File: src/rtl/cva6_ras_ckpt_if.sv
// rtl/cva6_ras_ckpt_if.sv - request/response bundle between the frontend and the return-address stack
interface cva6_ras_ckpt_if #(
  parameter int VLEN    = 64,
  parameter int NR_CKPT = 4
);
  localparam int CKW = (NR_CKPT > 1) ? $clog2(NR_CKPT) : 1;

  logic            flush_i;
  logic            push_i;
  logic            pop_i;
  logic [VLEN-1:0] data_i;
  logic [VLEN-1:0] data_o;
  logic            valid_o;
  logic            ckpt_i;
  logic            ckpt_ready_o;
  logic [CKW-1:0]  ckpt_id_o;
  logic            restore_i;
  logic [CKW-1:0]  restore_id_i;
  logic            release_i;
  logic [CKW-1:0]  release_id_i;

  modport master (
    output flush_i, push_i, pop_i, data_i, ckpt_i, restore_i, restore_id_i, release_i, release_id_i,
    input  data_o, valid_o, ckpt_ready_o, ckpt_id_o
  );

  modport slave (
    input  flush_i, push_i, pop_i, data_i, ckpt_i, restore_i, restore_id_i, release_i, release_id_i,
    output data_o, valid_o, ckpt_ready_o, ckpt_id_o
  );
endinterface

File: src/rtl/cva6_ras_ckpt.sv
// rtl/cva6_ras_ckpt.sv - return-address stack with speculative checkpoint/restore
module cva6_ras_ckpt #(
  parameter int DEPTH   = 8,
  parameter int VLEN    = 64,
  parameter int NR_CKPT = 4
) (
  input  logic                clk_i,
  input  logic                rst_i,
  cva6_ras_ckpt_if.slave      ras
);
  localparam int TW  = (DEPTH > 2) ? $clog2(DEPTH) : 1;
  localparam int CW  = $clog2(DEPTH + 1);
  localparam int CKW = (NR_CKPT > 1) ? $clog2(NR_CKPT) : 1;
  localparam logic [TW-1:0] TOS_LAST = TW'(DEPTH - 1);
  localparam logic [CW-1:0] CNT_FULL = CW'(DEPTH);

  // architectural stack state
  logic [VLEN-1:0]    entries [DEPTH];
  logic [TW-1:0]      tos;
  logic [CW-1:0]      cnt;

  // checkpoint slots: a snapshot of tos, cnt and the top entry
  logic [NR_CKPT-1:0] busy;
  logic [TW-1:0]      s_tos [NR_CKPT];
  logic [CW-1:0]      s_cnt [NR_CKPT];
  logic [VLEN-1:0]    s_top [NR_CKPT];

  logic [TW-1:0]      tos_inc;
  logic [TW-1:0]      tos_dec;
  logic [CKW-1:0]     free_id;
  logic               any_free;
  logic               snap_en;
  logic [TW-1:0]      tos_n;
  logic [CW-1:0]      cnt_n;
  logic [NR_CKPT-1:0] busy_n;
  logic               wr_en;
  logic [TW-1:0]      wr_idx;
  logic [VLEN-1:0]    wr_data;

  // circular neighbours of tos; explicit compare so DEPTH need not be a power of two
  always_comb begin
    tos_inc = (tos == TOS_LAST) ? '0 : tos + TW'(1);
    tos_dec = (tos == '0) ? TOS_LAST : tos - TW'(1);
  end

  // lowest free checkpoint slot, scanned from the top so the lowest index wins
  always_comb begin
    free_id = '0;
    for (int i = NR_CKPT - 1; i >= 0; i--) begin
      if (!busy[i]) free_id = CKW'(i);
    end
    any_free = |(~busy);
  end

  assign ras.data_o       = entries[tos];
  assign ras.valid_o      = (cnt != '0);
  assign ras.ckpt_ready_o = any_free;
  assign ras.ckpt_id_o    = free_id;

  // next stack/slot state: flush beats restore, restore beats push/pop and ckpt
  always_comb begin
    tos_n   = tos;
    cnt_n   = cnt;
    busy_n  = busy;
    wr_en   = 1'b0;
    wr_idx  = tos;
    wr_data = ras.data_i;
    snap_en = 1'b0;
    if (ras.flush_i) begin
      tos_n  = '0;
      cnt_n  = '0;
      busy_n = '0;
    end else if (ras.restore_i) begin
      tos_n   = s_tos[ras.restore_id_i];
      cnt_n   = s_cnt[ras.restore_id_i];
      wr_en   = 1'b1;
      wr_idx  = s_tos[ras.restore_id_i];
      wr_data = s_top[ras.restore_id_i];
      busy_n  = '0;
    end else begin
      if (ras.push_i && ras.pop_i) begin
        // replace the top in place; an empty stack becomes one deep
        wr_en = 1'b1;
        if (cnt == '0) cnt_n = CW'(1);
      end else if (ras.push_i) begin
        // overflow wraps onto the oldest entry
        wr_en  = 1'b1;
        wr_idx = tos_inc;
        tos_n  = tos_inc;
        cnt_n  = (cnt == CNT_FULL) ? cnt : cnt + CW'(1);
      end else if (ras.pop_i && (cnt != '0)) begin
        tos_n = tos_dec;
        cnt_n = cnt - CW'(1);
      end
      snap_en = ras.ckpt_i && any_free;
      // release first so allocating a slot that was named by a stale release still sticks
      if (ras.release_i) busy_n[ras.release_id_i] = 1'b0;
      if (snap_en) busy_n[free_id] = 1'b1;
    end
  end

  // state registers; snapshots capture the pre-update stack
  always_ff @(posedge clk_i) begin
    if (rst_i) begin
      for (int i = 0; i < DEPTH; i++) entries[i] <= '0;
      for (int j = 0; j < NR_CKPT; j++) begin
        s_tos[j] <= '0;
        s_cnt[j] <= '0;
        s_top[j] <= '0;
      end
      tos  <= '0;
      cnt  <= '0;
      busy <= '0;
    end else begin
      tos  <= tos_n;
      cnt  <= cnt_n;
      busy <= busy_n;
      if (wr_en) entries[wr_idx] <= wr_data;
      if (snap_en) begin
        s_tos[free_id] <= tos;
        s_cnt[free_id] <= cnt;
        s_top[free_id] <= entries[tos];
      end
    end
  end
endmodule
File: src/flat_wrapper.sv
// flat-port wrapper written by rule: the top's interface ports become plain ports
module cva6_ras_ckpt_flat 
#(
  parameter int DEPTH   = 8,
  parameter int VLEN    = 64,
  parameter int NR_CKPT = 4
)
  (clk_i, rst_i, ras_flush_i, ras_push_i, ras_pop_i, ras_data_i, ras_ckpt_i, ras_restore_i, ras_restore_id_i, ras_release_i, ras_release_id_i, ras_data_o, ras_valid_o, ras_ckpt_ready_o, ras_ckpt_id_o);
  cva6_ras_ckpt_if #(.VLEN(VLEN), .NR_CKPT(NR_CKPT)) ras_i ();
  input  logic clk_i;
  input  logic rst_i;
  input wire logic [$bits(ras_i.flush_i)-1:0] ras_flush_i;
  input wire logic [$bits(ras_i.push_i)-1:0] ras_push_i;
  input wire logic [$bits(ras_i.pop_i)-1:0] ras_pop_i;
  input wire logic [$bits(ras_i.data_i)-1:0] ras_data_i;
  input wire logic [$bits(ras_i.ckpt_i)-1:0] ras_ckpt_i;
  input wire logic [$bits(ras_i.restore_i)-1:0] ras_restore_i;
  input wire logic [$bits(ras_i.restore_id_i)-1:0] ras_restore_id_i;
  input wire logic [$bits(ras_i.release_i)-1:0] ras_release_i;
  input wire logic [$bits(ras_i.release_id_i)-1:0] ras_release_id_i;
  output wire logic [$bits(ras_i.data_o)-1:0] ras_data_o;
  output wire logic [$bits(ras_i.valid_o)-1:0] ras_valid_o;
  output wire logic [$bits(ras_i.ckpt_ready_o)-1:0] ras_ckpt_ready_o;
  output wire logic [$bits(ras_i.ckpt_id_o)-1:0] ras_ckpt_id_o;
  assign ras_i.flush_i = ras_flush_i;
  assign ras_i.push_i = ras_push_i;
  assign ras_i.pop_i = ras_pop_i;
  assign ras_i.data_i = ras_data_i;
  assign ras_i.ckpt_i = ras_ckpt_i;
  assign ras_i.restore_i = ras_restore_i;
  assign ras_i.restore_id_i = ras_restore_id_i;
  assign ras_i.release_i = ras_release_i;
  assign ras_i.release_id_i = ras_release_id_i;
  assign ras_data_o = ras_i.data_o;
  assign ras_valid_o = ras_i.valid_o;
  assign ras_ckpt_ready_o = ras_i.ckpt_ready_o;
  assign ras_ckpt_id_o = ras_i.ckpt_id_o;
  cva6_ras_ckpt #(.DEPTH(DEPTH), .VLEN(VLEN), .NR_CKPT(NR_CKPT)) u_core (.clk_i(clk_i), .rst_i(rst_i), .ras(ras_i));
endmodule
File: config.mk
export PLATFORM = sky130hd
export DESIGN_NAME = cva6_ras_ckpt_flat
export DESIGN_NICKNAME = d
export VERILOG_FILES = /design/src/rtl/cva6_ras_ckpt_if.sv /design/src/rtl/cva6_ras_ckpt.sv /design/src/flat_wrapper.sv
export SDC_FILE = /design/constraint.sdc
export NUM_CORES = 1
export LEC_CHECK = 0
export CAP_MARGIN = 20
export CORE_MARGIN = 5
export CORE_UTILIZATION = 48
export DETAILED_ROUTE_END_ITERATION = 7
export GPL_ROUTABILITY_DRIVEN = 1
export PLACE_DENSITY = 0.75
export SYNTH_ARGS = -nofsm -noshare
export SYNTH_HDL_FRONTEND = slang
export SYNTH_SLANG_ARGS = --single-unit
export TNS_END_PERCENT = 50
File: constraint.sdc
create_clock -name clk_i -period 15.7 [get_ports clk_i]
set_clock_uncertainty 0.05 [all_clocks]
set_input_delay 4.71 -clock clk_i [delete_from_list [all_inputs] [get_ports clk_i]]
set_output_delay 4.71 -clock clk_i [all_outputs]
set_load 0.005 [all_outputs]
==> results.md <==
- WS Path Type: input pin to flop
- Antenna viol nets, final: 0
- CTS Hold Bufs: 0
- Number of DRC markers in iteration 0: 2994
- RSZ-0062 raised after global routing: false
- Die Y: 284 um
- Top achievable clock speed: 98.8 MHz
- Asr flop ratio synth: 0%
- Post-Syn Area: 36100 um^2
- Row count: 100
- Tot GR Track Use: 22.6%
- Distinct cell type count after synthesis: 53
- Hold wc startpoint: u_core.tos[1]$_SDFFE_PP0P_
- Final wirelength: 92500 um
- FF+latch count, synth: 810
- Worst r2r src: u_core.tos[0]$_SDFFE_PP0P_
- Leak Pwr: 13.7 nW
- # setup viols final: 0
- H-tree Lvls: 3
- Area grow syn2layout: 12.7%
- Sequential share of the synthesized area: 66.9%
- Skew-Pair Late Insertion Delay: 0.63 ns
- Tot Pwr: 4.75 mW
- Fin crit period: 10.12 ns
- DR vias/cell: 6.28
- Power per standard cell area: 117 nW/um^2
- CTS Buf Count: 80
- CP Max Fanout: 75
- Ant diodes: 0
- Initial core utilization: 48.5%
- CTS clk-pin slew, worst paths: 0.06 ns
- Die Width: 284 um
- Req. time, crit path: 15.90 ns
- R2R depth: 8
- Per-cell routed wire length: 25.6 um
- Grt ovf: 0
- Max clock buf depth: 3
- Top cells by area, synth: edfxtp_1 66%, mux4_2 12%, nor2_1 5.7%
- CTS root buffer: clkbuf_16
- Critical Path AT: 10.32 ns
- Via count: 22679
- Number of detailed-route iterations in the first pass: 7
- Fin Setup TNS: 0 ns
- R2r setup slk: 10.81 ns
- Detailed-route DRC error count: 0
- Post-Syn Nets: 2620
- Post-CTS setup buffers: 0
- TritonCTS clock tree: done
- Yosys warnings: 0
- Post-synth top area cell: edfxtp_1
- Final nets: 2664
- I/O Pins: 144
- Worst-Margin Slew: 1.17 ns
- Peak supply drop: 84.9 uV
- CTS-repair resized insts: 0
- Share of the synthesized area in the top cell type: 66.1%
- Critical Path Start Type: input pin
- Max Cap Violations: 0
- Tcrit/Tclk final: 64.4%
- Vias in the first global route: 23455
- CP endpoint kind: flop
- CTS sink count: 810
- WHS Path Cells: 2
- Primary FF master, synth: edfxtp_1
- Global-route wire length before repair: 141000 um
- Ratio of cells with drive above 1 in the final layout: 14.0%
- Largest net degree at the start of global routing: 100
- Mapped Cells: 2537
- Initial antenna violation count: 5
- Slew Viols, Final: 0
- FF-to-FF End: u_core.entries[5][45]$_SDFFCE_PN0P_
- Syn_area_per_cell: 14.2 um^2
- Port Buffer Count: 143
- Fillers: 5833
- Status: finished, final reports clean
- Total core area: 74600 um^2
- Hold Crit Class: flop to flop
- Die ar.: 80900 um^2
- Placer Congestion: 0.827
- Post-synth EDFFs: 796
- Max_slew headroom: 22.0%
- HPWL after DPL: 53600 um
- Hold Violations, Final: 0
-- cell type report --
class	count	area, um^2	share of cell area [%]
Multi-Input combinational cell	1438	11000	27.0
Sequential cell	810	24200	59.4
Tap cell	969	1210	2.98
Inverter	72	270	0.663
Clock inverter	44	209	0.513
Clock buffer	99	2140	5.25
Timing Repair Buffer	179	1720	4.22
-- synth_stat cells, types with 2 or more instances --
library cell,instances
edfxtp_1,796
nor2_1,549
nor3_1,263
mux4_2,198
clkbuf_1,129
nand2_1,76
inv_1,71
mux2i_1,68
a22oi_1,66
nand3_1,66
a21o_1,65
buf_2,50
buf_1,27
dfxtp_1,14
buf_4,11
o21ai_0,11
and2_1,9
nand2b_1,7
a21oi_1,6
ha_1,6
o31ai_1,5
nor2b_1,4
nand4_1,3
a211oi_1,2
a221oi_1,2
a222oi_1,2
nor3b_1,2
o21a_1,2
o21bai_1,2
or2_2,2
-- cell families after synthesis --
family | count (synthesis) | synth area share [%]
mux | 267 | 14.3
fa+ha+maj | 7 | 0.263
flops | 810 | 66.9
buf+inv | 289 | 3.29
simple gates | 986 | 11.6
xor+xnor | 1 | 0.0242
compound gates | 177 | 3.63
-- metrics by stage --
stage | std cells | instance area [um^2] | hold WS [ns] | worst slack (ns) | utilization (%)
final | 3611 | 40700 | 0.548 | 5.58 | 54.6
after global placement | 3467 | 38400 | 0.508 | 5.27 | 51.4
after floorplan | 2537 | 36100 | 0.460 | 4.23 | -
after CTS | 3610 | 40700 | 0.537 | 5.75 | 54.6
after global routing | 3611 | 40700 | 0.581 | 5.46 | 54.6
after detailed placement | 3467 | 38400 | 0.532 | 5.14 | 51.4
-- registers in the layout (all words and copies together), names as in the netlist, named ones only --
signal	flops
u_core.tos	3
u_core.s_tos	12
u_core.s_cnt	16
u_core.busy	4
u_core.entries	512
u_core.cnt	4
u_core.s_top	256
-- worst max-delay path, stage by stage --
cell and delay (ns):
clkdlybuf4s50_1 0.95, clkinv_1 0.48, nor2_4 0.19, buf_4 0.80, a222oi_1 0.42, or2_4 0.57, buf_4 0.51, o21ai_4 0.82
buf_4 0.72
-- layout by cell type, fill, tap and decap left out, drive strengths merged, types with 2 or more instances in the layout --
cell / netlist / routed
or2: 3 / 3
mux4: 198 / 198
dfxtp: 14 / 14
a222oi: 2 / 2
o21bai: 2 / 2
nand4: 3 / 3
edfxtp: 796 / 796
inv: 71 / 75
a21o: 65 / 65
and2: 9 / 9
nor3b: 2 / 2
a221oi: 2 / 2
a22oi: 66 / 66
a211oi: 3 / 3
nor2b: 4 / 4
ha: 6 / 6
o21ai: 12 / 12
o21a: 2 / 2
buf: 88 / 38
clkbuf: 129 / 99
nand3: 66 / 66
nand2b: 7 / 7
clkinv: 1 / 41
nand2: 76 / 76
clkdlybuf4s50: 0 / 141
nor3: 263 / 263
nor2: 549 / 549
o31ai: 5 / 5
mux2i: 68 / 68
a21oi: 6 / 6
-- power breakdown --
part | internal (mW) | total, mW | leakage (nW) | switching, mW
combinational | 0.180 | 0.491 | 4.17 | 0.311
sequential | 2.47 | 2.50 | 8.34 | 0.0356
clock | 0.964 | 1.76 | 1.16 | 0.791
-- metal layers --
metal | GRT usage [%] | part of all wire, % | vias to the layer above
met5 | 0 | 0.052 | -
met4 | 7.64 | 2.5 | 8
met3 | 3.89 | 9.5 | 164
met2 | 38.6 | 51 | 1301
met1 | 29.6 | 37 | 11566
li1 | - | - | 9640
-- worst max path at each step --
stage | start | endpoint | slack [ns] | cells after the start
5_1_grt | ras_restore_i | u_core.entries[7][4]$_SDFFCE_PN0P_ | 5.46 | 9
6_report | ras_restore_i | u_core.entries[7][4]$_SDFFCE_PN0P_ | 5.58 | 9
4_1_cts | ras_restore_i | u_core.entries[7][50]$_SDFFCE_PN0P_ | 5.75 | 9
3_5_place_dp | ras_restore_i | u_core.entries[7][62]$_SDFFCE_PN0P_ | 5.14 | 9
2_1_floorplan | ras_restore_id_i[0] | u_core.entries[2][0]$_SDFFCE_PN0P_ | 4.23 | 6
3_3_place_gp | ras_restore_i | u_core.entries[7][3]$_SDFFCE_PN0P_ | 5.27 | 9
Note: power is estimated with default switching activity, not from simulation.
